`src/rtl/axi_crossbar_rr_sel.sv`:
```
// axi_crossbar_rr_sel: combinational round-robin selector, first request at or above ptr, else lowest request.
module axi_crossbar_rr_sel #(
  parameter int N = 4,
  parameter int IW = (N > 1) ? $clog2(N) : 1
) (
  input  logic [N-1:0]  req,
  input  logic [IW-1:0] ptr,
  output logic [N-1:0]  onehot,
  output logic [IW-1:0] idx,
  output logic          valid
);
  logic [IW-1:0] lo_idx, hi_idx;
  logic          hi_hit;
  always_comb begin
    lo_idx = '0;
    hi_idx = '0;
    hi_hit = 1'b0;
    for (int i = N - 1; i >= 0; i--) begin
      if (req[i]) lo_idx = IW'(i);
      if (req[i] && i >= int'(ptr)) begin
        hi_idx = IW'(i);
        hi_hit = 1'b1;
      end
    end
  end
  assign valid  = |req;
  assign idx    = hi_hit ? hi_idx : lo_idx;
  assign onehot = valid ? (N'(1) << idx) : '0;
endmodule

```
`src/rtl/axi_crossbar_issue_arb.sv`:
```
// axi_crossbar_issue_arb: QoS/round-robin address admission arbiter with an outstanding-transaction limit.
module axi_crossbar_issue_arb #(
  parameter int S_COUNT = 4,
  parameter int M_ISSUE = 4,
  parameter int ARB_QOS = 1,
  parameter int IW = (S_COUNT > 1) ? $clog2(S_COUNT) : 1,
  parameter int CW = $clog2(M_ISSUE + 1)
) (
  input  logic                 clk,
  input  logic                 rst,
  input  logic [S_COUNT-1:0]   s_req,
  input  logic [S_COUNT*4-1:0] s_qos,
  output logic [S_COUNT-1:0]   grant,
  output logic [IW-1:0]        grant_encoded,
  output logic                 grant_valid,
  input  logic                 m_ack,
  input  logic                 cpl_valid,
  output logic [CW-1:0]        issue_count,
  output logic                 issue_full
);
  localparam int QW = 4;
  typedef enum logic {IDLE, GRANT} state_t;
  state_t state, next;
  logic [S_COUNT-1:0] elig, sel_onehot;
  logic [IW-1:0]      sel_idx, rr_ptr;
  logic               sel_valid, admit, ack;
  logic [QW-1:0]      max_qos;
  always_comb begin
    max_qos = '0;
    elig = '0;
    for (int i = 0; i < S_COUNT; i++)
      if (s_req[i] && s_qos[i*QW +: QW] > max_qos) max_qos = s_qos[i*QW +: QW];
    for (int i = 0; i < S_COUNT; i++)
      elig[i] = s_req[i] && (ARB_QOS == 0 || s_qos[i*QW +: QW] == max_qos);
  end
  axi_crossbar_rr_sel #(.N(S_COUNT), .IW(IW)) u_sel (
    .req(elig), .ptr(rr_ptr), .onehot(sel_onehot), .idx(sel_idx), .valid(sel_valid)
  );
  assign admit       = issue_count < CW'(M_ISSUE) || cpl_valid;
  assign ack         = state == GRANT && m_ack;
  assign grant_valid = state == GRANT;
  assign issue_full  = issue_count == CW'(M_ISSUE);
  always_comb begin
    next = state;
    if (state == IDLE && sel_valid && admit) next = GRANT;
    if (state == GRANT && (m_ack || !s_req[grant_encoded])) next = IDLE;
  end
  always_ff @(posedge clk) begin
    if (rst) begin
      state <= IDLE;
      grant <= '0;
      grant_encoded <= '0;
      rr_ptr <= '0;
      issue_count <= '0;
    end else begin
      state <= next;
      if (state == IDLE && next == GRANT) begin
        grant <= sel_onehot;
        grant_encoded <= sel_idx;
      end
      if (state == GRANT && next == IDLE) grant <= '0;
      if (ack) rr_ptr <= (grant_encoded == IW'(S_COUNT - 1)) ? '0 : grant_encoded + 1'b1;
      if (ack && !cpl_valid) issue_count <= issue_count + 1'b1;
      else if (cpl_valid && !ack && issue_count != '0) issue_count <= issue_count - 1'b1;
    end
  end
endmodule
```
`config.mk`:
```
export PLATFORM = sky130hd
export DESIGN_NAME = axi_crossbar_issue_arb
export DESIGN_NICKNAME = d
export VERILOG_FILES = /design/src/rtl/axi_crossbar_rr_sel.sv /design/src/rtl/axi_crossbar_issue_arb.sv
export SDC_FILE = /design/constraint.sdc
export NUM_CORES = 1
export LEC_CHECK = 0
export BUFFER_PORTS_ARGS = -buffer_cell sky130_fd_sc_hd__buf_2
export CAP_MARGIN = 20
export CORE_MARGIN = 2
export CORE_UTILIZATION = 55
export CTS_CLUSTER_SIZE = 8
export DETAILED_ROUTE_END_ITERATION = 10
export PLACE_DENSITY_LB_ADDON = 0.1
export SLEW_MARGIN = 20
export SYNTH_ARGS = -nofsm -noshare
export SYNTH_HDL_FRONTEND = slang
export SYNTH_SLANG_ARGS = --single-unit
```
`constraint.sdc`:
```
create_clock -name clk -period 8.2 [get_ports clk]
set_input_delay 1.23 -clock clk [delete_from_list [all_inputs] [get_ports clk]]
set_output_delay 1.23 -clock clk [all_outputs]
set_load 0.01 [all_outputs]
```
==> flow_metrics.env, run 1 <==
export IMPL_final_max_slew_viol_count=0
export IMPL_die_y_um=58.2
export IMPL_route_final_wire_length_mm=4.04
export IMPL_antenna_found_initial=0
export IMPL_dpl_worst_slack_ns=1.60
export IMPL_max_cap_violations=0
export IMPL_avgSynthCellArea_um2=8.23
export IMPL_cp_max_fo=9
export IMPL_worstPathRequired_ns=8.38
export IMPL_async_reset_ff_frac=0
export IMPL_path_class="in2reg"
export IMPL_synth_area_top_cells="dfxtp_1 15%, ha_1 10%, a21oi_1 5.6%"
export IMPL_worst_slew_pin_slew_ns=0.688
export IMPL_drive_gt1_frac=0.227
export IMPL_leakage_uw=0.000781
export IMPL_met1_usage=0.284
export IMPL_synth_main_ff_cell="dfxtp_1"
export IMPL_first_pass_iters=4
export IMPL_vias=1648
export IMPL_wl_per_cell_um=15.6
export IMPL_post_cts_buffers=0
export IMPL_cp_start_kind="input port"
export IMPL_clk_latency_ns=0.28
export IMPL_routed_via_density=6.34
export IMPL_ys_warn_count=0
export IMPL_row_count=19
export IMPL_synth_cells=196
export IMPL_ys_types=54
export IMPL_ir_worst_vdd_v=0.000175
export IMPL_hold_violations=0
export IMPL_syn_nets=234
export IMPL_gp_congestion=0.936
export IMPL_fmax_mhz=156
export IMPL_reg2reg_depth=6
export IMPL_htree_levels=1
export IMPL_io_buffers=34
export IMPL_synth_top_cell_area_share=0.149
export IMPL_rsz0062_at_grt="no"
export IMPL_grt_overflow_total=0
export IMPL_start_util=0.580
export IMPL_r2r_setup_slack_ns=6.30
export IMPL_setup_tns_ns=0
export IMPL_arrival_ns=6.60
export IMPL_endpoint_kind="register"
export IMPL_chipWidth_um=58.2
export IMPL_finalSetupViolCount=0
export IMPL_clock_path_buffers=2
export IMPL_relSlewSlack=0.541
export IMPL_dp_hpwl_mm=3.37
export IMPL_grt_max_degree=12
export IMPL_grt_pass1_wl_mm=6.68
export IMPL_design_die_area_um2=3380
export IMPL_hold_class="reg2reg"
export IMPL_ios=35
export IMPL_grt_pass1_vias=1574
export IMPL_setup_ws_ns=1.78
export IMPL_r2r_start="grant_encoded[0]$_SDFFE_PP0P_"
export IMPL_cts_tree="yes"
export IMPL_regToRegEndpoint="grant[2]$_SDFFE_PP0P_"
export IMPL_skew_ns=0.00144
export IMPL_min_to="grant[3]$_SDFFE_PP0P_"
export IMPL_drcViolationCount=0
export IMPL_antenna_cells_inserted=0
export IMPL_numCtsBuffers=3
export IMPL_fin_crit_sh=0.783
export IMPL_cts_hold_buf=0
export IMPL_clkTransAtPathRegs_ns=0.07
export IMPL_ant_nets=0
export IMPL_grtUsageTotal=0.251
export IMPL_cts_sinks=12
export IMPL_status="finished clean"
export IMPL_cts_root_buf="clkbuf_4"
export IMPL_period_minus_slack_ns=6.42
export IMPL_fin_nets=268
export IMPL_met2_usage=0.484
export IMPL_p_per_area_nw_per_um2=189
export IMPL_whs_path_depth=2
export IMPL_hp_start="grant[3]$_SDFFE_PP0P_"
export IMPL_yosysSeqAreaShare=0.149
export IMPL_gr_max_usage_layer="met2"
export IMPL_synth_edf_count=0
export IMPL_cts_resized=0
export IMPL_syn2layout_area_growth_pct=14.0
export IMPL_yosysTopAreaCell="dfxtp_1"
export IMPL_core_area_um2=2780
export IMPL_syn_area_um2=1610
export IMPL_synth_seq_cells=12
export IMPL_drtIter0Drc=65
export IMPL_grt_util_met3=0.00893
[logic make-up (layout without fill, tap and decap cells)]
logic type,after synthesis,after routing,synth area share
buffers and inverters,13,46,0.0310
muxes,5,5,0.0396
xor gates and xnor gates,14,14,0.0760
adders and majority gates,14,14,0.113
and+or+nand+nor,69,69,0.235
DFF,12,12,0.149
AOI/OAI and AO/OA,69,69,0.356
[per-layer routing]
layer / routed length, um / share of wire
met2: 2090 / 0.52
met5: 0 / 0
met1: 1730 / 0.43
met4: 96 / 0.024
met3: 126 / 0.031
[worst max path at each step]
stage | startpoint | end | slack [ns] | cells past startpoint
after detailed placement | s_req[0] | grant_encoded[1]$_SDFFE_PP0P_ | 1.60 | 22
after global routing | s_req[0] | grant[3]$_SDFFE_PP0P_ | 1.41 | 22
after CTS | s_req[0] | grant[3]$_SDFFE_PP0P_ | 1.84 | 23
after floorplan | s_req[0] | grant[1]$_SDFFE_PP0P_ | 2.01 | 24
final | s_req[0] | grant_encoded[1]$_SDFFE_PP0P_ | 1.78 | 22
after global placement | s_req[0] | grant[3]$_SDFFE_PP0P_ | 1.68 | 23
[layout make-up]
| cell class | count | area [um^2] |
|---|---|---|
| inverters | 8 | 30.0 |
| multi-input cells | 171 | 1320 |
| well taps | 31 | 38.8 |
| flip-flops and latches | 12 | 240 |
| repair buffers | 34 | 170 |
| clock buffers | 4 | 36.3 |
| fillers | 265 | 943 |
[flip-flops by register name, summed over array words and instances, names as in the netlist]
| name | flops |
|---|---|
| grant | 4 |
| issue_count | 3 |
| grant_encoded | 2 |
| rr_ptr | 2 |
| grant_valid | 1 |
[cells in the final DEF (no fill, tap or decap), types with 5 or more instances in the layout]
cell type	n
buf_2	34
nand2_1	20
a21oi_1	18
ha_1	13
nor2_1	12
dfxtp_1	12
nand3_1	10
xnor2_1	9
inv_1	8
o21ai_0	8
a21o_1	5
xor2_1	5
o31ai_1	5
[per-stage QoR]
step                       util  total power [uW]  hold WS [ns]  std cells  area, um^2
after floorplan               -               248         0.493        196        1610
after global placement    0.648               291         0.455        256        1800
after detailed placement  0.648               300         0.463        256        1800
after CTS                 0.661               348         0.476        260        1840
after global routing      0.661               375         0.507        260        1840
final                     0.661               348         0.485        260        1840
[synth_stat cells (all sizes together) (2+ instances only)]
cell	instances
a211oi	3
a21o	5
a21oi	18
a32o	3
a41oi	2
and2	3
buf	2
clkbuf	3
dfxtp	12
ha	13
inv	8
mux2i	4
nand2	20
nand2b	2
nand3	10
nand3b	2
nand4	4
nor2	12
nor2b	3
nor3	2
nor4	2
nor4b	2
o2111ai	3
o211a	2
o211ai	4
o21a	4
o21ai	8
o311ai	2
o31ai	8
or3	3
xnor2	9
xor2	5
[power breakdown]
part	switching [uW]	internal [uW]	total, uW
clock	20.6	27.0	47.6
sequential	15.3	69.9	85.2
combinational	122	93.4	215
total	158	190	348
[critical path, stage by stage]
cell and delay, ns:
buf_2 0.17, nand2_1 0.10, ha_1 0.30, and2b_1 0.19
o211ai_4 0.26, a32o_1 0.31, nor2_1 0.07, ha_1 0.30
nor2b_1 0.14, o211a_4 0.25, o211a_4 0.30, o32ai_4 0.35
ha_1 0.31, nor2b_1 0.14, o211ai_1 0.21, a21o_1 0.27
mux2i_4 0.35, xnor2_1 0.25, o22ai_1 0.20, o31ai_2 0.58
a211oi_1 0.09, o21ba_1 0.21
Note: power is estimated with default switching activity, not from simulation.
==> run 2, diff against run 1 <==
--- a/config.mk
+++ b/config.mk
@@ -5,10 +5,11 @@
 export SDC_FILE = /design/constraint.sdc
 export NUM_CORES = 1
 export LEC_CHECK = 0
+export ABC_AREA = 1
 export BUFFER_PORTS_ARGS = -buffer_cell sky130_fd_sc_hd__buf_2
 export CAP_MARGIN = 20
 export CORE_MARGIN = 2
-export CORE_UTILIZATION = 55
+export CORE_UTILIZATION = 50
 export CTS_CLUSTER_SIZE = 8
 export DETAILED_ROUTE_END_ITERATION = 10
 export PLACE_DENSITY_LB_ADDON = 0.1
==> constraint.sdc (replaced) <==
create_clock -name clk -period 5.4 [get_ports clk]
set_input_delay 0.81 -clock clk [delete_from_list [all_inputs] [get_ports clk]]
set_output_delay 0.81 -clock clk [all_outputs]
set_load 0.01 [all_outputs]
==> run 2 against run 1 <==
Critical path depth is 11 higher. Utilization decreased by 1.1 points. Register-to-register slack worse by 2.5 ns. Sequential share of layout area decreased by 1.2 points. Largest power group unchanged. Hold slack got worse by 0.017 ns. Clock skew increased by 0.0035 ns. Count of clock-buffer cells in the layout did not move. Die area up 13%. Routed wire length is 2.8% higher.
==> flow_metrics.env, run 2 <==
export IMPL_status="finished clean"
export IMPL_largest_register="grant"
export IMPL_yosysMostFrequentCell="nand2_1"
export IMPL_synth_cells=285
export IMPL_clkTransAtPathRegs_ns=0.07
export IMPL_gp_congestion=0.935
export IMPL_placed_cell_area_um2=1890
export IMPL_syn_area_um2=1670
export IMPL_worstPathRequired_ns=5.61
export IMPL_clock_path_buffers=2
export IMPL_synth_common_cells="76 x nand2_1, 41 x inv_1, 34 x nand3_1"
export IMPL_synth_area_top_cells="nand2_1 17%, dfxtp_1 14%, nand3_1 10%"
export IMPL_final_max_slew_viol_count=0
export IMPL_synth_top_family_by_area="simple AND/OR/NAND/NOR gates"
export IMPL_grt_pass1_wl_mm=6.65
export IMPL_ios=35
export IMPL_largest_reg_flops=4
export IMPL_clk_latency_ns=0.28
export IMPL_cts_sinks=12
export IMPL_ir_worst_vdd_v=0.000218
export IMPL_setup_ws_ns=0.315
export IMPL_drtIter0Drc=152
export IMPL_arrival_ns=5.30
export IMPL_first_pass_iters=6
export IMPL_die_y_um=61.8
export IMPL_cp_common_cell="nand2_1"
export IMPL_htree_levels=1
export IMPL_ys_warn_count=0
export IMPL_hold_class="reg2reg"
export IMPL_fin_nets=367
export IMPL_critPathMaxStageDelay_ns=0.32
export IMPL_antenna_found_initial=0
export IMPL_p_per_area_nw_per_um2=285
export IMPL_path_class="in2reg"
export IMPL_cts_root_buf="clkbuf_4"
export IMPL_mostFrequentLayoutCell="nand2_1"
export IMPL_max_cap_violations=0
export IMPL_grt_pass1_vias=1504
export IMPL_vias=1918
export IMPL_synth_top_cell_area_share=0.171
export IMPL_route_final_wire_length_mm=4.16
export IMPL_avgSynthCellArea_um2=5.85
export IMPL_met1_length_mm=2.02
export IMPL_place_inst=363
export IMPL_relSlewSlack=0.782
export IMPL_fmax_mhz=197
export IMPL_n_fill_cell=324
export IMPL_endpoint_kind="register"
export IMPL_dpl_worst_slack_ns=-0.0401
export IMPL_yosysSeqAreaShare=0.144
export IMPL_design_die_area_um2=3810
export IMPL_synth_compound_area_frac=0.106
export IMPL_wl_per_cell_um=11.2
export IMPL_chipWidth_um=61.8
export IMPL_numCtsBuffers=3
export IMPL_async_reset_ff_frac=0
export IMPL_cp_start_kind="input port"
export IMPL_reg_top3="grant x4, issue_count x3"
export IMPL_ys_types=31
export IMPL_routed_via_density=5.16
export IMPL_antenna_cells_inserted=0
export IMPL_fin_cells=372
export IMPL_synth_seq_cells=12
export IMPL_synth_mux_area_frac=0
export IMPL_worst_slew_pin_slew_ns=0.325
export IMPL_fin_area_um2=2020
export IMPL_synth_xor_area_frac=0.0105
export IMPL_dp_hpwl_mm=3.38
export IMPL_grt_overflow_total=0
export IMPL_leakage_uw=0.00118
export IMPL_cts_tree="yes"
export IMPL_regArea_um2=240
export IMPL_finalSetupViolCount=0
export IMPL_routed_top_layer="met4"
export IMPL_syn_nets=323
export IMPL_multi_input_area_um2=1290
export IMPL_core_area_um2=3100
export IMPL_drcViolationCount=0
export IMPL_row_count=20
export IMPL_yosysTopAreaCell="nand2_1"
export IMPL_grt_max_degree=11
export IMPL_period_minus_slack_ns=5.08
export IMPL_cp_max_fo=9
export IMPL_synth_adder_area_share=0.110
export IMPL_synth_main_ff_cell="dfxtp_1"
export IMPL_wl_met3_um=356
export IMPL_syn2layout_area_growth_pct=20.9
export IMPL_final_cell_mix="75 x nand2_1, 41 x inv_1, 34 x buf_2"
export IMPL_start_util=0.538
export IMPL_fin_crit_sh=0.942
export IMPL_drive_gt1_frac=0.262
export IMPL_grtUsageTotal=0.229
export IMPL_skew_ns=0.00499
export IMPL_hold_violations=0
export IMPL_yosys_area_share_simple=0.514
export IMPL_crit_slowest_cell="ha_1"
export IMPL_io_buffers=34
export IMPL_met2_length_mm=1.74
export IMPL_synth_edf_count=0
export IMPL_ant_nets=0
==> run 2: cell count changes after synthesis, moves of 7 or more <==
cell / previous run / this run
nand2_2: 0 / 11
nand2_1: 20 / 76
nor2_1: 12 / 27
nand3_1: 10 / 34
inv_1: 8 / 41
xnor2_1: 9 / 1
nand3_2: 0 / 7
==> run 2: per-layer routing <==
metal,vias to the layer above,GRT usage
li1,1005,-
met1,830,0.359
met2,79,0.328
met3,4,0.0455
met4,0,0.0304
met5,-,0
==> run 2: worst paths after layout <==
kind	slack, ns	cells after the start	startpoint	end
worst min-delay path	0.47	2	grant[0]$_SDFFE_PP0P_	grant[0]$_SDFFE_PP0P_
worst max-delay path	0.32	33	s_qos[3]	grant[0]$_SDFFE_PP0P_
worst min register to register	0.47	2	grant[0]$_SDFFE_PP0P_	grant[0]$_SDFFE_PP0P_
worst max register to register	3.81	8	grant_valid$_SDFF_PP0_	issue_count[2]$_SDFFE_PP0P_
==> run 2: cells by family after synthesis <==
| family | count (synthesis) |
|---|---|
| simple gates | 176 |
| fa+ha+maj | 14 |
| buf+inv | 49 |
| compound gates | 32 |
| xor+xnor | 2 |
| flops | 12 |
==> run 2: final cells by class <==
cell class                 count  area share
inverter                      48      0.0906
sequential                    12       0.119
multi-input combinational    224       0.638
timing repair buffer          40       0.107
tap                           44      0.0273
clock buffer                   4      0.0180
==> run 2: critical path: cells and delay by family <==
family / cells / cell delay [ns]
and+or+nand+nor: 19 / 2.12
AOI/OAI and AO/OA: 5 / 0.89
adders and majority gates: 3 / 0.86
buffers and inverters: 5 / 0.44
xor gates and xnor gates: 1 / 0.19
==> run 2: power breakdown <==
part | switching, uW | internal [uW]
logic | 225 | 140
registers | 26.1 | 111
clock network | 31.8 | 41.1
total | 283 | 292
==> run 2: repair_timing <==
action,in CTS,in global routing
setup endpoints to repair,0,7
hold buffers,0,0
setup buffers,0,5
gates resized for setup,0,10
==> run 2: per-stage QoR <==
stage / TNS [ns] / hold slack [ns] / power (uW) / utilization
6_report: 0 / 0.468 / 575 / 0.650
4_1_cts: 0 / 0.468 / 552 / 0.621
3_5_place_dp: -0.0728 / 0.456 / 480 / 0.609
3_3_place_gp: 0 / 0.453 / 477 / 0.609
5_1_grt: -0.0173 / 0.486 / 632 / 0.650
2_1_floorplan: 0 / 0.456 / 393 / -
==> run 3, diff against run 2 <==
==> constraint.sdc (replaced) <==
create_clock -name clk -period 4.4 [get_ports clk]
set_input_delay 0.66 -clock clk [delete_from_list [all_inputs] [get_ports clk]]
set_output_delay 0.66 -clock clk [all_outputs]
set_load 0.01 [all_outputs]
==> run 3 against run 2 <==
The flow now finishes with violations (setup timing). Non-clock buffer count grew 48. First-iteration DRC count rose by 120%. Final area grew 40%. Register-to-register slack worse by 1.2 ns. Setup slack worse by 0.89 ns. Sequential power grew 29%.
==> flow_metrics.env, run 3 (synthesized netlist as in run 2, its figures left out) <==
export IMPL_drcViolationCount=0
export IMPL_cts_tree="yes"
export IMPL_path_class="in2reg"
export IMPL_cp_max_fo=7
export IMPL_arrival_ns=5.19
export IMPL_p_per_area_nw_per_um2=338
export IMPL_worst_slew_pin_slew_ns=0.361
export IMPL_mostFrequentLayoutCell="buf_4"
export IMPL_skew_ns=0.00415
export IMPL_antenna_cells_inserted=0
export IMPL_drtIter0Drc=334
export IMPL_io_buffers=34
export IMPL_endpoint_kind="register"
export IMPL_period_minus_slack_ns=4.97
export IMPL_cts_root_buf="clkbuf_4"
export IMPL_final_cell_mix="49 x buf_4, 48 x nand2_1, 34 x inv_1"
export IMPL_largest_register="grant"
export IMPL_hold_violations=0
export IMPL_syn2layout_area_growth_pct=69.3
export IMPL_whs_ns=0.474
export IMPL_numCtsBuffers=3
export IMPL_max_cap_violations=0
export IMPL_chipWidth_um=61.8
export IMPL_crit_slowest_cell="ha_4"
export IMPL_grt_pass1_wl_mm=8.77
export IMPL_leakage_uw=0.00149
export IMPL_critPathMaxStageDelay_ns=0.28
export IMPL_fin_crit_sh=1.13
export IMPL_fin_nets=415
export IMPL_fin_util=0.910
export IMPL_fmax_mhz=201
export IMPL_hp_start="grant[2]$_SDFFE_PP0P_"
export IMPL_antenna_found_initial=0
export IMPL_ios=35
export IMPL_vias=2517
export IMPL_worstPathRequired_ns=4.61
export IMPL_start_util=0.538
export IMPL_status="complete, but fails checks"
export IMPL_die_y_um=61.8
export IMPL_row_count=20
export IMPL_htree_levels=1
export IMPL_cp_start_kind="input port"
export IMPL_wl_per_cell_um=18.1
export IMPL_first_pass_iters=6
export IMPL_clock_path_buffers=2
export IMPL_total_power_uw=954
export IMPL_grt_max_degree=9
export IMPL_largest_reg_flops=4
export IMPL_drive_gt1_frac=0.528
export IMPL_routed_via_density=6.01
export IMPL_ir_worst_vdd_v=0.000294
export IMPL_reg_top3="grant x4, issue_count x3"
export IMPL_violations="setup timing"
export IMPL_dp_hpwl_mm=4.05
export IMPL_grt_pass1_vias=1967
export IMPL_ant_nets=0
export IMPL_route_final_wire_length_mm=7.57
export IMPL_hold_class="reg2reg"
export IMPL_final_max_slew_viol_count=0
export IMPL_gp_congestion=0.935
export IMPL_clkTransAtPathRegs_ns=0.07
export IMPL_crit_path_start="s_qos[3]"
export IMPL_clk_latency_ns=0.29
export IMPL_cp_common_cell="nand2_2"
export IMPL_core_area_um2=3100
export IMPL_design_die_area_um2=3810
export IMPL_grt_overflow_total=0
export IMPL_finalSetupViolCount=7
export IMPL_relSlewSlack=0.759
export IMPL_rsz0062_at_grt="yes"
export IMPL_cts_sinks=12
export IMPL_setup_ws_ns=-0.575
export IMPL_grtUsageTotal=0.309
export IMPL_r2r_start="grant_encoded[0]$_SDFFE_PP0P_"
==> run 3: stage by stage <==
stage          area (um^2)  worst slack [ns]  setup TNS (ns)  std cells
3_3_place_gp          2310            -0.474           -2.89        402
6_report              2820            -0.575           -3.27        419
2_1_floorplan         1780           -0.0219         -0.0528        285
4_1_cts               2590            -0.192          -0.950        413
5_1_grt               2820            -0.759           -4.57        419
3_5_place_dp          2310            -0.602           -3.81        402
==> run 3: final timing paths <==
check	to	slack, ns	depth (start not counted)
worst min register to register	grant[2]$_SDFFE_PP0P_	0.47	2
worst max register to register	grant[1]$_SDFFE_PP0P_	2.61	9
worst max-delay path	grant_encoded[0]$_SDFFE_PP0P_	-0.57	39
worst min-delay path	grant[2]$_SDFFE_PP0P_	0.47	2
==> run 3: critical path: cells and delay by family <==
family	cells	cell delay (ns)
AND/OR/NAND/NOR	26	2.58
AO/OA/AOI/OAI	3	0.52
buffers and inverters	7	0.59
adder cells (fa/ha/maj)	3	0.82
==> run 3: report_power, final <==
part | internal (uW) | leakage, uW | switching (uW)
Combinational | 289 | 0.00138 | 418
Clock | 31.9 | 0.0000138 | 38.6
Sequential | 136 | 0.0000981 | 40.5
Total | 457 | 0.00149 | 497
==> run 3: metal layers <==
layer  up-vias  part of all wire  track usage  wire length, um
met2       208              0.47        0.580             3590
met5         -                 0            0                0
met4         0             0.074       0.0274              559
met3        73             0.093       0.0538              706
met1      1129              0.36        0.380             2720
li1       1107                 -            -                -
==> run 3: timing repair <==
item	4_1_cts	5_1_grt
buffers inserted	8	6
pin swaps	33	28
endpoints found under the hold margin	0	0
setup endpoints to repair	7	7
hold buffers	0	0
resized for setup	49	40
==> run 3: area by class of cell <==
cell class	count	area (um^2)
flip-flops and latches	12	240
repair buffers	88	616
fillers	146	279
well taps	44	55.1
inverters	48	184
multi-input cells	224	1710
clock buffers	3	22.5
